[config.mk]
export PLATFORM = sky130hd
export DESIGN_NAME = cpu_regfile_wb_ctrl
export DESIGN_NICKNAME = d
export VERILOG_FILES = /design/src/rtl/cpu_regfile_wb_ctrl.sv
export SDC_FILE = /design/constraint.sdc
export NUM_CORES = 1
export LEC_CHECK = 0
export CELL_PAD_IN_SITES_DETAIL_PLACEMENT = 1
export CELL_PAD_IN_SITES_GLOBAL_PLACEMENT = 1
export CORE_MARGIN = 2
export CORE_UTILIZATION = 42
export DETAILED_ROUTE_END_ITERATION = 8
export PLACE_DENSITY_LB_ADDON = 0.25
export SETUP_SLACK_MARGIN = 0.15
export SLEW_MARGIN = 5
export SYNTH_ARGS = -nofsm -noshare
export SYNTH_HDL_FRONTEND = slang
export SYNTH_SLANG_ARGS = --single-unit
[constraint.sdc]
create_clock -name clk -period 4.3 [get_ports clk]
set_input_delay 0.86 -clock clk [delete_from_list [all_inputs] [get_ports clk]]
set_output_delay 0.86 -clock clk [all_outputs]
set_load 0.005 [all_outputs]
[src/rtl/cpu_regfile_wb_ctrl.sv]
// cpu_regfile_wb_ctrl: write-back arbiter and pending-write scoreboard for a 16-entry byte-enabled register file
//   clk, rst                      clock, async active-high reset
//   iss_*  / rd0_addr_i, rd1_addr_i  destination claim (WAW stall) and source hazard query
//   alu_*                         unbuffered full-word ALU write-back request
//   lsu_*                         byte-enabled LSU write-back, buffered in an LSU_FIFO_DEPTH FIFO
//   wr_addr_o, byte_en_o, wr_data_o  registered register-file write port (byte_en_o=0: no write)
//   pending_o                     outstanding-write scoreboard
//   wb_err_o                      sticky orphan/collision flag, present only with CPU_WB_ERRCHK_EN
module cpu_regfile_wb_ctrl #(
    parameter int LSU_FIFO_DEPTH = 2
) (
    input  logic        clk,
    input  logic        rst,
    input  logic        iss_valid_i,
    input  logic [3:0]  iss_addr_i,
    output logic        iss_ready_o,
    input  logic [3:0]  rd0_addr_i,
    input  logic [3:0]  rd1_addr_i,
    output logic        rd_hazard_o,
    input  logic        alu_valid_i,
    output logic        alu_ready_o,
    input  logic [3:0]  alu_addr_i,
    input  logic [31:0] alu_data_i,
    input  logic        lsu_valid_i,
    output logic        lsu_ready_o,
    input  logic [3:0]  lsu_addr_i,
    input  logic [3:0]  lsu_byte_en_i,
    input  logic [31:0] lsu_data_i,
    output logic [3:0]  wr_addr_o,
    output logic [3:0]  byte_en_o,
    output logic [31:0] wr_data_o,
    output logic [15:0] pending_o
`ifdef CPU_WB_ERRCHK_EN
    ,
    output logic        wb_err_o
`endif
);
    localparam int AW = (LSU_FIFO_DEPTH > 1) ? $clog2(LSU_FIFO_DEPTH) : 1;
    localparam logic [AW:0] FULL = (AW + 1)'(LSU_FIFO_DEPTH);

    typedef struct packed {
        logic [3:0]  addr;
        logic [3:0]  be;
        logic [31:0] data;
    } lsu_ent_t;

    lsu_ent_t      mem_q [LSU_FIFO_DEPTH];
    lsu_ent_t      head;
    logic [AW-1:0] rd_ptr_q, rd_ptr_d, wr_ptr_q, wr_ptr_d;
    logic [AW:0]   cnt_q, cnt_d;
    logic          lsu_pri_q, lsu_pri_d;
    logic [3:0]    wr_addr_q, wr_addr_d, be_q, be_d;
    logic [31:0]   wr_data_q, wr_data_d;
    logic          commit_q, commit_d;
    logic [15:0]   pend_q, pend_d;
    logic          push, lsu_avail, gnt_alu, gnt_lsu;

    assign lsu_ready_o = cnt_q != FULL;
    assign iss_ready_o = !pend_q[iss_addr_i];
    assign rd_hazard_o = pend_q[rd0_addr_i] | pend_q[rd1_addr_i];
    assign alu_ready_o = gnt_alu;
    assign wr_addr_o   = wr_addr_q;
    assign byte_en_o   = be_q;
    assign wr_data_o   = wr_data_q;
    assign pending_o   = pend_q;

    always_comb begin
        head      = mem_q[rd_ptr_q];
        lsu_avail = cnt_q != '0;
        // lsu_pri_q is set after an ALU grant, so the path not granted last wins a tie
        gnt_alu   = alu_valid_i && (!lsu_avail || !lsu_pri_q);
        gnt_lsu   = lsu_avail && !gnt_alu;
        push      = lsu_valid_i && lsu_ready_o;
        rd_ptr_d  = gnt_lsu ? rd_ptr_q + AW'(1) : rd_ptr_q;
        wr_ptr_d  = push ? wr_ptr_q + AW'(1) : wr_ptr_q;
        cnt_d     = cnt_q + (AW + 1)'(push) - (AW + 1)'(gnt_lsu);
        lsu_pri_d = (gnt_alu || gnt_lsu) ? gnt_alu : lsu_pri_q;
        wr_addr_d = gnt_alu ? alu_addr_i : gnt_lsu ? head.addr : wr_addr_q;
        wr_data_d = gnt_alu ? alu_data_i : gnt_lsu ? head.data : wr_data_q;
        be_d      = gnt_alu ? 4'hF : gnt_lsu ? head.be : 4'h0;
        // commit_q also covers zero-enable LSU entries, which retire without writing
        commit_d  = gnt_alu || gnt_lsu;
        // clear first so a claim landing on the commit edge keeps the bit set
        pend_d    = (pend_q & ~(commit_q ? (16'h1 << wr_addr_q) : 16'h0))
                  | ((iss_valid_i && iss_ready_o) ? (16'h1 << iss_addr_i) : 16'h0);
    end

    always_ff @(posedge clk) begin
        if (push) mem_q[wr_ptr_q] <= {lsu_addr_i, lsu_byte_en_i, lsu_data_i};
    end

    always_ff @(posedge clk or posedge rst) begin
        if (rst) begin
            rd_ptr_q  <= '0;
            wr_ptr_q  <= '0;
            cnt_q     <= '0;
            lsu_pri_q <= 1'b0;
            wr_addr_q <= 4'h0;
            wr_data_q <= 32'h0;
            be_q      <= 4'h0;
            commit_q  <= 1'b0;
            pend_q    <= 16'h0;
        end else begin
            rd_ptr_q  <= rd_ptr_d;
            wr_ptr_q  <= wr_ptr_d;
            cnt_q     <= cnt_d;
            lsu_pri_q <= lsu_pri_d;
            wr_addr_q <= wr_addr_d;
            wr_data_q <= wr_data_d;
            be_q      <= be_d;
            commit_q  <= commit_d;
            pend_q    <= pend_d;
        end
    end

`ifdef CPU_WB_ERRCHK_EN
    logic err_q, err_d;

    assign wb_err_o = err_q;

    always_comb begin
        err_d = err_q | (commit_q && !pend_q[wr_addr_q])
              | (alu_valid_i && lsu_valid_i && alu_addr_i == lsu_addr_i);
    end

    always_ff @(posedge clk or posedge rst) begin
        if (rst) err_q <= 1'b0;
        else     err_q <= err_d;
    end
`endif
endmodule

Yosys cells after proc, flatten, opt, wreduce, memory -nomap -nowiden

Memories as Yosys holds them, arrays and structs flattened.
Cells that the tools add are included.

Muxes and demuxes: 16
Eq/ne operators: 1
Bitwise logic cells: 4
Order comparisons: 3
Add/sub/neg operators: 4
Shift-type cells: 2
Reductions and logical operators: 12

Operators with widths:

| operator             | count |
|---|---|
| $mux 32              | 2 |
| $mux 16              | 2 |
| $shl 1x4->16 const A | 2 |
| $and 16x16->16       | 1 |
| $mux 4               | 4 |
| $not 16->16          | 1 |
| $or 16x16->16        | 1 |
| $lt 4x5->1 const B   | 3 |
| $bmux 1 s4           | 3 |
| $mux 1               | 5 |
| $logic_and 1x1->1    | 4 |
| $logic_not 1->1      | 4 |
| $reduce_bool 2->1    | 2 |
| $add 1x1->1 const B  | 2 |
| $add 2x1->2          | 1 |
| $logic_or 1x1->1     | 2 |
| $ne 2x2->1 const B   | 1 |
| $sub 2x1->2          | 1 |
| $or 1x1->1           | 1 |

Bits in registers: 62
Memory bits (writable): 80
Memories: 1
Input port bits: 93

Memories:

| memory | depth | width | rd ports | clocked after Yosys merged registers in | write ports | line | text |
|---|---|---|---|---|---|---|---|
| mem_q  | 2     | 40    | 1        | 0                                       | 1           | 47   | `lsu_ent_t mem_q [LSU_FIFO_DEPTH];` |

Longest topological paths before layout

Gate-level depths: netlist (run 1).

Depth after elaboration: 8
Depth in mapped cells: 8
Mapped depth without buffers: 7

Worst setup path after synthesis (run 1)

No wires, ideal clock.

Path type: input to register
From: input port lsu_valid_i
To: memory mem_q[0][0] (netlist bit) (enable)
Cell stages on the path: 2
Path slack: 1.213 ns
Data arrival time: 2.650 ns
Setup time: 0.437 ns
Path buffers: 0
Cell sequence: nand2_1 -> nor2_1

Longest elaborated chain between the ends: 3

RTL lines:

| element                      | line | text |
|---|---|---|
| start, declared              | 24   | `input logic lsu_valid_i,` |
| $logic_and 1x1->1            | 73   | `push = lsu_valid_i && lsu_ready_o;` |
| $mux 1                       | 89   | `if (push) mem_q[wr_ptr_q] <= {lsu_addr_i, lsu_byte_en_i, lsu_data_i};` |
| $mux 1 (implied by the code) | 89   |  |
| end, declared                | 47   |  |

No other way between the ends.

Worst setup path after layout (run 1)

From: input port iss_addr_i[1]
To: output port iss_ready_o

Longest elaborated chain between the ends: 3

RTL lines:

| element                      | line | text |
|---|---|---|
| start, declared              | 15   | `input logic [3:0] iss_addr_i,` |
| $bmux 1 s4                   | 59   | `assign iss_ready_o = !pend_q[iss_addr_i];` |
| $mux 1 (implied by the code) | 59   |  |
| $logic_not 1->1              | 59   |  |
| end, declared                | 16   | `output logic iss_ready_o,` |

No other way between the ends. The select of a mux whose other input is x is not followed.

==> results.md, run 1 <==
* Antenna cells at 0
* Post-Synth XOR/XNOR Area at 0.005792
* Crit path required time at between 3 and 4 ns
* Hold EP: wr_data_o[26]$_DFFE_PP0P_
* Max Clock Skew at 0.01278 ns
* Clk pwr share at 0.249
* Max-slew headroom at 0.3249
* Avg Cell Area, Syn at 13.41 um^2
* Synthesized flop and latch total at 142
* Flop2flop setup slack at 2.05 ns
* Die area at about 15000 um^2
* Unrepaired setup endpoints after global routing: false
* Fmax achieved at 260.4 MHz
* Via count at approximately 4500
* Finish-stage setup viols at 0
* Least-Margin Pin Slew at 1.013 ns
* Pin count of the biggest net entering global routing at 41
* Gpl congestion at 0.8489
* Clock buffers created by TritonCTS at 17
* GR Util All Layers at 0.2285
* Final Cycle Share at 0.8931
* DRC viols at 0
* Starting Density at 0.4324
* Final min period at 3.840 ns
* Routed Antenna Nets at 0
* Overflow after GRT at 0
* Final slew viol count at 0
* Drt first pass iters at 7
* Synth warn at 0
* Initial drt markers at 307
* Sequential power share at 0.383
* Hold path cells at 2
* H-tree depth at 4
* Worst R2R End: cnt_q[1]$_DFF_PP0_
* Setup tns final at 0 ns
* Synth-to-layout area growth at 38.31%
* Status: complete, no violations
* Core box area at between 10000 and 15000 um^2
* P_leak at 3.189 nW
* CTS Sinks at 142
* Row count at 43
* Reported net switching power at 2.010 mW
* Hold_sp: wr_data_o[26]$_DFFE_PP0P_
* Worst-path clk slew at 0.06 ns
* CTS root buffer: clkbuf_16
* Initial antenna violation count at 1
* Int Pwr at just over 4 mW
* Clk_lat worst skew at ~0.42 ns
* Startpoint types: input port
* Crit end category: output port
* Crit path max fanout at 8
* Synth Area in Compound Gates at 0.1407
* Vias in the first global route at 4938
* Worst r2r src: cnt_q[1]$_DFF_PP0_
* First-pass GRT wire length at around 26000 um
* Most common cell after layout, fill and taps aside: clkdlybuf4s50_1
* Max-cap viol count at 0
* Adder-Cell Fraction of Synth Area at 0.002069
* Main combinational cell family by area after synthesis: compound AO/OA/AOI/OAI gates
* Detailed Route WL at 16630 um
* CTS max path bufs at 2
* Yosys cell types at 36
* Layout cells sized above 1 at 0.09887
* DP HPWL at 10970 um
* Post-Synthesis Cells at 451
* R2r worst-path depth at 8
* Number of port buffers at 152
* Tot Pwr at 6.053 mW
* Comb pwr share at 0.368
* Die width at between 100 and 150 um
* CP Class: input port to output port
* Routed WL per cell at 20.87 um
* Most frequent cells in the layout: clkdlybuf4s50_1 (151), edfxtp_1 (80), o21ai_0 (71), dfrtp_1 (61), mux2i_1 (43)
* Vias per cell at 5.585
* Simple-gate area share of the yosys netlist at 0.05234
* Type of the tightest min-delay check: flop to flop
* Final hold violations at 0
* Peak VDD IR at approximately 290 uV
* Die Y at 124 um
* Critical Path AT at 2.98 ns
* Cts hold-fix bufs at 0
* Fin nets at approximately 700
* Syn_nets at 545
* Post-synthesis mux area share at 0.1233
* Syn Std Cell Area at 6048 um^2
* IO Pins at 153
* Sw Share at 0.3321
* Power Density at 723.6 nW/um^2
* Post-synthesis sequential area ratio at 0.6537
* CTS tree: yes
==> stage by stage <==
stage                     utilization  hold WS, ns  area, um^2  setup slack, ns  instances
after floorplan                     -       0.4608        6048            1.213        451
after global placement         0.5548       0.5144        7761           0.2586        765
after detailed placement       0.5548       0.5487        7761           0.1869        765
after CTS                      0.5979       0.5657        8363           0.1619        797
after global routing           0.5980       0.5905        8366           0.4114        797
final                          0.5980       0.5622        8366           0.4596        797
==> sequential cells by signal, summed over array words and instances, names as in the netlist <==
name / count
rd_ptr_q: 1
wr_addr_o: 4
byte_en_o: 4
commit_q: 1
wr_ptr_q: 1
pending_o: 16
lsu_pri_q: 1
cnt_q: 2
mem_q: 80
wr_data_o: 32
==> area by class of cell <==
cell class              count  area (um^2)
multi-input cells         278         1977
well taps                 180        225.2
repair buffers            161         1592
flip-flops and latches    142         3955
clock inverters            14        172.7
inverters                   4        15.01
clock buffers              18        429.2
fillers                  1410         5623
==> worst max path at each step <==
stage,startpoint,to,slack [ns],depth (start not counted)
after detailed placement,iss_addr_i[0],iss_ready_o,0.19,5
after global routing,iss_addr_i[1],iss_ready_o,0.41,5
final,iss_addr_i[1],iss_ready_o,0.46,5
after global placement,iss_addr_i[0],iss_ready_o,0.26,5
after floorplan,lsu_valid_i,mem_q[0][0]$_DFFE_PP_,1.21,2
after CTS,iss_addr_i[0],iss_ready_o,0.16,5
==> layer usage <==
metal,vias up,routed length [um],global-route usage
li1,2030,-,-
met1,2236,6853,0.2730
met2,150,8463,0.3987
met3,33,928,0.05220
met4,2,371,0.09410
met5,-,13,0
==> kinds of logic (layout without fill, tap and decap cells) <==
kind of cell | Yosys count | after routing
compound gates | 150 | 150
xor+xnor | 4 | 4
fa+ha+maj | 1 | 1
buf+inv | 31 | 197
flops | 142 | 142
mux | 57 | 57
simple gates | 66 | 66
==> worst max-delay path, stage by stage <==
cell and delay (ns):
clkdlybuf4s50_1 0.65, mux4_1 0.36, mux4_1 0.54, inv_1 0.07, clkdlybuf4s50_1 0.50
==> power by group through the flow <==
| stage | combinational, mW | clock (mW) | sequential [mW] |
|---|---|---|---|
| detailed placement | 2.24 | 0 | 2.34 |
| global placement | 2.14 | 0 | 2.31 |
| floorplan | 1.21 | 0 | 2.21 |
| CTS | 2.27 | 1.53 | 2.32 |
| global route | 2.47 | 1.59 | 2.37 |
| finish | 2.23 | 1.51 | 2.32 |
==> cells in the mapped netlist, drive strengths merged <==
cell    number  area, um^2
and3         1       6.260
dfrtp       62        1551
clkbuf      18       68.81
mux4        13       304.1
nor2b        1       6.260
nand3        1       5.000
mux2i       43       430.4
or4b         1       13.76
or3b         2       17.52
or3          2       12.51
a22oi       36       270.3
xnor2        3       26.28
a32oi        1       8.760
nand2        8       30.03
a22o         1       8.760
mux2         1       11.26
and2         1       6.260
edfxtp      80        2402
buf          9       50.04
ha           1       12.51
o21ai       75       375.4
nand2b       1       6.260
or2b         4       35.03
a21oi       36       180.2
or2          2       12.51
a211oi       1       7.510
inv          4       15.01
nor2        40       150.1
xor2         1       8.760
nand3b       2       15.01
==> what timing repair did <==
item / CTS / global route
setup buffers: 0 / 0
resized for setup: 0 / 1
endpoints found under the setup margin: 0 / 1
Power figures use the tool's default switching activity.
==> run 2: changes to the inputs <==
- CELL_PAD_IN_SITES_DETAIL_PLACEMENT: 1 -> 0
==> run 2 against run 1 <==
Power fell by 0.37%. Critical path depth unchanged. Sequential share of layout area fell by 0.16 points. Combinational power is 3% lower. Fmax rose by 0.82%. Routed wire length fell by 12%. Hold slack lost 0.022 ns. Cell count unchanged. Worst setup slack better by 0.031 ns. Global-route usage is 2.7 points lower. Clock skew shrank 0.0062 ns. Design area is 0.34% higher.
==> results.md, run 2 (synthesis gave the netlist of run 1 again) <==
* R2r worst-path depth at 8
* Pin count of the biggest net entering global routing at 41
* Final WS setup at 0.4907 ns
* Core box area at 13990 um^2
* Die area at between 15000 and 20000 um^2
* Worst setup path end: iss_ready_o
* Final slew viol count at 0
* Status: complete, no violations
* Crit-path max cell delay at 0.62 ns
* Vias in the first global route at roughly 4600
* WHS at 0.5400 ns
* IO Pins at 153
* Overflow after GRT at 0
* Peak VDD IR at ~380 uV
* Crit-path slowest cell: clkdlybuf4s50_1
* Clock buffers created by TritonCTS at 17
* Pre-CTS WS at between 0.15 and 0.2 ns
* Initial antenna violation count at 0
* Crit path cell chain: clkdlybuf4s50_1 -> mux4_1 -> mux4_1 -> inv_1 -> clkdlybuf4s50_1
* Routed WL per cell at approximately 18 um
* Largest Register: mem_q
* Row count at 43
* Die width at 124 um
* Antenna cells at 0
* Power Density at 718.5 nW/um^2
* Max-slew headroom at 0.3382
* Utilization after layout at 0.6001
* Cts hold-fix bufs at 0
* CTS Sinks at 142
* First-pass GRT wire length at between 20000 and 25000 um
* Post-cts sizing count at 0
* Least-Margin Pin Slew at 0.9927 ns
* GR Util All Layers at 0.2016
* Setup tns final at 0 ns
* Vias per cell at 5.477
* Most common cell after layout, fill and taps aside: clkdlybuf4s50_1
* P_leak at 3.198 nW
* Initial drt markers at 267
* CTS root buffer: clkbuf_16
* Drt first pass iters at 5
* CP Class: input port to output port
* Cell area after layout at 8394 um^2
* Final hold violations at 0
* Fmax achieved at 262.5 MHz
* Layout cells sized above 1 at 0.1005
* Cells after DPL at 765
* Fin nets at 698
* Crit path required time at 3.44 ns
* Worst r2r src: cnt_q[0]$_DFF_PP0_
* Placed inst area at between 7000 and 8000 um^2
* Worst-path clk slew at 0.06 ns
* Crit path max fanout at 8
* Final Non-Filler Cells at 797
* Via count at between 4000 and 5000
* H-tree depth at 4
* Critical Path AT at about 3.0 ns
* Startpoint types: input port
* Gpl congestion at 0.8489
* Max-cap viol count at 0
* CTS max path bufs at 2
* Finish-stage setup viols at 0
* DP HPWL at 9650 um
* Post-CTS setup buffers at 0
* Routed Antenna Nets at 0
* Type of the tightest min-delay check: flop to flop
* CTS tree: yes
* Worst setup path startpoint: iss_addr_i[1]
* Synth-to-layout area growth at 38.79%
* Number of port buffers at 152
* Die Y at 124 um
* Max FFs per register at 80
* Flop2flop setup slack at 2.12 ns
* Hold path cells at 2
* Max Clock Skew at 0.006531 ns
* Final Cycle Share at 0.8859
* Crit end category: output port
* Final min period at 3.809 ns
* DRC viols at 0
* Most frequent cells in the layout: clkdlybuf4s50_1 (151), edfxtp_1 (80), o21ai_0 (71), dfrtp_1 (61), mux2i_1 (43)
* Detailed Route WL at roughly 15000 um
* Tot Pwr at 6.031 mW
* Clk_lat worst skew at around 0.42 ns
* Unrepaired setup endpoints after global routing: false
* Worst R2R End: cnt_q[1]$_DFF_PP0_
* Starting Density at 0.4324
==> run 2: cell type report <==
| class | count | area [um^2] |
|---|---|---|
| Clock buffer | 20 | 436.7 |
| Timing Repair Buffer | 161 | 1592 |
| Multi-Input combinational cell | 278 | 1977 |
| Clock inverter | 12 | 193.9 |
| Tap cell | 180 | 225.2 |
| Inverter | 4 | 15.01 |
| Fill cell | 1176 | 5594 |
| Sequential cell | 142 | 3955 |
==> run 2: report_power, final <==
part | total (mW) | internal (mW) | switching, mW | leakage [nW]
clock | 1.57 | 1.03 | 0.546 | 0.304
sequential | 2.30 | 1.95 | 0.350 | 1.49
combinational | 2.16 | 1.13 | 1.03 | 1.41
total | 6.03 | 4.11 | 1.92 | 3.20
==> run 2: worst min-delay path by stage <==
stage / startpoint / endpoint / slack [ns]
floorplan: wr_ptr_q$_DFFE_PP0P_ / wr_ptr_q$_DFFE_PP0P_ / 0.46
global placement: mem_q[0][33]$_DFFE_PP_ / byte_en_o[1]$_DFF_PP0_ / 0.51
detailed placement: mem_q[0][32]$_DFFE_PP_ / byte_en_o[0]$_DFF_PP0_ / 0.53
CTS: mem_q[0][32]$_DFFE_PP_ / byte_en_o[0]$_DFF_PP0_ / 0.55
global route: wr_ptr_q$_DFFE_PP0P_ / wr_ptr_q$_DFFE_PP0P_ / 0.57
finish: mem_q[0][32]$_DFFE_PP_ / byte_en_o[0]$_DFF_PP0_ / 0.54
==> run 2: routing by layer <==
layer  track usage  vias up  share of wire
met5             0        -              0
met4       0.08638        0          0.020
met3       0.06227       24          0.074
met2        0.3321      164           0.49
met1        0.2461     2150           0.41
li1              -     2027              -
==> run 2: worst max-delay path, delay by kind of cell <==
family / cells / cell delay (ns)
mux: 2 / 0.89
buf+inv: 3 / 1.19
==> run 3: changes to the inputs <==
- ABC_AREA: unset -> 1
- CORE_UTILIZATION: 42 -> 41
==> run 3 against run 2 <==
Sequential power is essentially flat. Highest routed layer unchanged. Global-route usage shrank 0.28 points. Clock power fell by 6%. First-iteration DRC count up 28%. Cell count is 12% higher. Synthesized area grew 0.79%.
==> results.md, run 3 <==
* Crit end category: output port
* Pin count of the biggest net entering global routing at 37
* Status: complete, no violations
* Top-area cell type share of the netlist area at 0.3941
* Vias in the first global route at between 4000 and 5000
* Cts hold-fix bufs at 0
* Crit path max fanout at 17
* Fin nets at 787
* Syn Std Cell Area at 6096 um^2
* Synth-to-layout area growth at 38.22%
* P_leak at 3.357 nW
* Gpl congestion at just under 0.9
* Clock buffers created by TritonCTS at 17
* Int Pwr at 3.796 mW
* WHS at 0.4998 ns
* DP HPWL at 10930 um
* Critical Path AT at 3.07 ns
* Comb pwr share at 0.328
* IO Pins at 153
* Via count at 4731
* Row count at 44
* Avg Cell Area, Syn at 11.35 um^2
* Peak VDD IR at 311.4 uV
* Crit path required time at 3.44 ns
* Initial antenna violation count at 0
* Post-CTS setup buffers at 0
* Layout cells sized above 1 at 0.08499
* Syn_nets at 631
* Most common cell after layout, fill and taps aside: clkdlybuf4s50_1
* Least-Margin Pin Slew at between 0.6 and 0.7 ns
* GR Util All Layers at 0.1988
* Largest Register: mem_q
* Overflow after GRT at 0
* Sequential power share at 0.410
* Final min period at ~3.9 ns
* Yosys cell types at 28
* Synthesized flop and latch total at 142
* Startpoint types: input port
* Number of port buffers at between 150 and 200
* Post-Synthesis Cells at between 500 and 600
* Drt first pass iters at 6
* Post-synth ARST share at 0.4366
* Leading area contributor after synthesis: edfxtp_1
* Die area at roughly 16000 um^2
* Setup tns final at 0 ns
* Antenna cells at 0
* CTS root buffer: clkbuf_16
* Power Density at 666.2 nW/um^2
* Die width at 125.9 um
* Synth warn at 0
* Detailed Route WL at 15850 um
* Type of the tightest min-delay check: flop to flop
* Max Clock Skew at 0.01064 ns
* Clk_lat worst skew at 0.41 ns
* Max-slew headroom at 0.5532
* Fmax achieved at 254.2 MHz
* Routed Antenna Nets at 0
* DRC viols at 0
* Initial drt markers at 341
* Core box area at about 15000 um^2
* CTS tree: yes
* Most frequent cells in the layout: clkdlybuf4s50_1 (152), nand2_1 (151), edfxtp_1 (80), dfrtp_1 (61), mux2i_1 (36)
* Die Y at 125.9 um
* Starting Density at 0.4194
* Post-synthesis sequential area ratio at 0.6486
* Vias per cell at 5.316
* Synth Flop Type: edfxtp_1
* Clk pwr share at 0.262
* Final hold violations at 0
* Sw Share at 0.3237
* H-tree depth at 4
* CTS Sinks at 142
* Finish-stage setup viols at 0
* Reported net switching power at 1.817 mW
* Max-cap viol count at 0
* EDFF count, synth at 80
* Final slew viol count at 0
* Count leader, synth: nand2_1
* CTS max path bufs at 2
* Post-synth top cells: nand2_1 (151), edfxtp_1 (80), dfrtp_1 (62), mux2i_1 (36), nand3_1 (33)
* Worst-path clk slew at 0.06 ns
* Largest cells by area after synthesis: edfxtp_1 (39%), dfrtp_1 (25%), nand2_1 (9.3%), mux2i_1 (5.9%), o211ai_1 (2.8%)
* Flop2flop setup slack at 2.34 ns
* Post-cts sizing count at 0
* Max FFs per register at 80
* CP Class: input port to output port
* Final Cycle Share at 0.9147
* First-pass GRT wire length at 24520 um
* Routed WL per cell at 17.81 um
* Unrepaired setup endpoints after global routing: false
* Tot Pwr at approximately 5.6 mW
## run 3: changes by cell type in the layout (fill, tap and decap cells not counted), sizes merged, moves of 16 or more
cell    delta
a21oi     -31
a22oi     -36
inv       +22
nand2    +145
nand3     +34
nand4     +17
nor2      -32
nor3      +16
o211ai    +32
o21ai     -43
## run 3: routing by layer
metal	up-vias	global-route usage	routed length, um
li1	2224	-	-
met1	2297	0.2456	6711
met2	182	0.3242	7568
met3	28	0.06797	1179
met4	0	0.07563	388
met5	-	0	0
## run 3: final timing paths
check | from | cells after the start | end
setup / recovery | iss_addr_i[2] | 7 | iss_ready_o
hold reg to reg | cnt_q[0]$_DFF_PP0_ | 1 | cnt_q[0]$_DFF_PP0_
hold / removal | cnt_q[0]$_DFF_PP0_ | 1 | cnt_q[0]$_DFF_PP0_
max in group asynchronous | rst | 3 | wr_data_o[19]$_DFFE_PP0P_
min in group asynchronous | rst | 2 | pending_o[9]$_DFF_PP0_
setup reg to reg | cnt_q[1]$_DFF_PP0_ | 4 | mem_q[0][15]$_DFFE_PP_
## run 3: logic make-up after synthesis
kind of cell | count (synthesis) | synth area share
AO/OA/AOI/OAI | 75 | 0.08723
AND/OR/NAND/NOR | 229 | 0.1617
flip-flops | 142 | 0.6486
XOR/XNOR | 3 | 0.004311
multiplexers | 36 | 0.05911
adder cells (fa/ha/maj) | 1 | 0.002052
buffers and inverters | 51 | 0.03695
## run 3: area by class of cell
cell class	count	area (um^2)
Inverter	27	101.3
Multi-Input combinational cell	344	1934
Sequential cell	142	3955
Clock inverter	6	40.04
Tap cell	184	230.2
Fill cell	1254	6108
Clock buffer	26	575.6
Timing Repair Buffer	161	1589
## run 3: metrics by stage
step,util,instances,instance area [um^2],setup WS [ns]
detailed placement,0.5374,858,7810,0.4160
floorplan,-,537,6096,1.206
global route,0.5797,890,8426,0.1729
finish,0.5797,890,8426,0.3667
global placement,0.5374,858,7810,0.4983
CTS,0.5797,890,8426,0.4097
## run 3: worst max-delay path, cell delays in order
cell             delay (ns)
clkdlybuf4s50_1        0.69
clkinv_1               0.34
nand3_1                0.19
nand3_2                0.29
nand2_1                0.19
inv_1                  0.05
clkdlybuf4s50_1        0.46
## run 3: power groups by stage
stage / sequential, mW / combinational, mW / clock [mW]
after floorplan: 2.20 / 0.964 / 0
after global placement: 2.31 / 1.82 / 0
after detailed placement: 2.32 / 1.86 / 0
after CTS: 2.30 / 1.86 / 1.49
after global routing: 2.35 / 2.02 / 1.55
final: 2.30 / 1.84 / 1.47
==> variant, RTL diff (flow settings as in run 2) <==
Add a define of `CPU_WB_ERRCHK_EN`.
--- a/src/rtl/cpu_regfile_wb_ctrl.sv
+++ b/src/rtl/cpu_regfile_wb_ctrl.sv
@@ -8,2 +8,4 @@
 //   wb_err_o                      sticky orphan/collision flag, present only with CPU_WB_ERRCHK_EN
+`define CPU_WB_ERRCHK_EN
+
 module cpu_regfile_wb_ctrl #(
Behaviour (old outputs only; new: wb_err_o): unchanged (equiv_simple and equiv_induct, registers matched by name and starting in step).
==> variant against run 2 <==
- synthesized area grew 3.3%
- setup slack gained 0.023 ns
- final area grew 2.6%
- non-clock buffer count grew 1
- power grew 3.3%
- routed wire length grew 9.0%
- utilization shrank 0.75 points
- sequential cell count grew 1
- critical path type unchanged
- largest cell class unchanged
==> variant: results (changes against run 2) <==
stage,metric,value,unit,change
timing,Setup WS post-layout,0.514,ns,+0.0233 ns
layout,max reg flops,80,,unchanged
timing,Post-Route Skew,0.00899,ns,+0.00246 ns
pwr,leakage,3.27,nW,+2.2%
grt,first-pass GRT wire length,25.4,mm,+11%
critical_path,CP arrival,2.93,ns,-0.02 ns
synthesis,Synth area leaders,"edfxtp_1 38%, dfrtp_1 25%, mux2i_1 7.2%, o21ai_0 5.7%, mux4_2 5.0%",,
synthesis,"top cells by count, synth","80 x edfxtp_1, 71 x o21ai_0, 63 x dfrtp_1",,
critical_path,FF-to-FF setup slack,2.01,ns,-0.11 ns
timing,Worst slew margin,0.322,,-0.0161
routing,DR WL/cell,19.6,um,+6.2%
pwr,Max VDD drop,0.349,mV,-7.3%
clocking,cts bufs inserted,17,,unchanged
critical_path,Reg2Reg Depth,8,,unchanged
layout,nets@finish,715,,+2.4%
place,post-place setup slack,0.207,ns,+0.0302 ns
place,routability cong.,0.838,,-1.3%
grt,largest net degree at the start of global routing,43,,+4.9%
routing,final WL,16.0,mm,+9.0%
place,DP Area,7970,um2,+2.6%
synthesis,Synth cell types,37,,+2.8%
critical_path,Crit path largest cell delay,0.64,ns,+0.02 ns
synthesis,Post-Synth XOR/XNOR Area,0.0112,,+0.00542
grt,GRT Util Overall,0.207,,+0.00523
routing,vias per cell,5.60,,+2.3%
critical_path,terminus of the critical flop-to-flop path,cnt_q[1],,
synthesis,mux cell area share after synthesis,0.137,,+0.0136
place,port buffer count,153,,+0.66%
synthesis,Adder-Cell Fraction of Synth Area,0.00200,,-0.0000667
synthesis,syn_nets,564,,+3.5%
synthesis,compound-gate portion of the synthesized area,0.138,,-0.00313
critical_path,Critical R2R Launch,cnt_q[1],,
place,DP Wirelength,10.3,mm,+6.3%
routing,Iter 0 DRT Violations,228,,-15%
synthesis,Mean Syn Cell Area,13.3,um2,-0.85%
grt,vias in the first global route,4736,,+4.0%
place,placed insts,786,,+2.7%
outcome,status,completed,,
synthesis,register area share after synthesis,0.637,,-0.0171
synthesis,Post-synth ARST share,0.441,,+0.00394
layout,share of layout cells above drive strength 1,0.0978,,-0.00269
layout,fill count,1171,,-0.43%
worst_hold_path,Worst Hold Path Cells,2,,unchanged
layout,fin util,0.593,,-0.00754
==> variant: metal layers <==
| metal | global-route usage | up-vias | routed length, um |
|---|---|---|---|
| li1 | - | 2104 | - |
| met1 | 0.276 | 2274 | 7070 |
| met2 | 0.323 | 185 | 7550 |
| met5 | 0 | - | 0 |
| met4 | 0.0705 | 0 | 274 |
| met3 | 0.0650 | 19 | 1140 |
==> variant: area by class of cell <==
type                    instances  share of cell area
clock buffers                  17              0.0494
multi-input cells             293               0.249
repair buffers                162               0.186
flip-flops and latches        143               0.462
inverters                       4             0.00174
well taps                     184              0.0267
clock inverters                15              0.0253
==> variant: how the worst min path moves through the flow <==
stage	start	to	slack [ns]
floorplan	wr_ptr_q	wr_ptr_q	0.46
global placement	wb_err_o	wb_err_o	0.48
detailed placement	wb_err_o	wb_err_o	0.49
CTS	wb_err_o	wb_err_o	0.50
global route	wb_err_o	wb_err_o	0.52
finish	wb_err_o	wb_err_o	0.50
==> variant: logic make-up after synthesis <==
family,Yosys count
simple gates,70
xor+xnor,8
compound gates,151
buf+inv,34
fa+ha+maj,1
mux,63
flops,143
==> variant: stage by stage <==
stage | hold WS [ns] | power, mW
3_3_place_gp | 0.481 | 4.61
6_report | 0.504 | 6.23
4_1_cts | 0.505 | 6.29
5_1_grt | 0.520 | 6.63
3_5_place_dp | 0.487 | 4.67
2_1_floorplan | 0.461 | 3.56
==> variant: tightest hold or removal path: stages, from the launching register on <==
cell and delay [ns]:
dfrtp_1 0.35, a41oi_1 0.05, nand3_1 0.07
==> variant: where the power goes <==
group          total, mW  switching, mW  internal [mW]
clock network       1.59          0.567           1.03
logic               2.25           1.05           1.20
registers           2.39          0.436           1.96
==> variant: timing repair <==
action / CTS / global route
setup endpoints to repair: 0 / 1
gates resized for setup: 0 / 1
hold buffers: 0 / 0
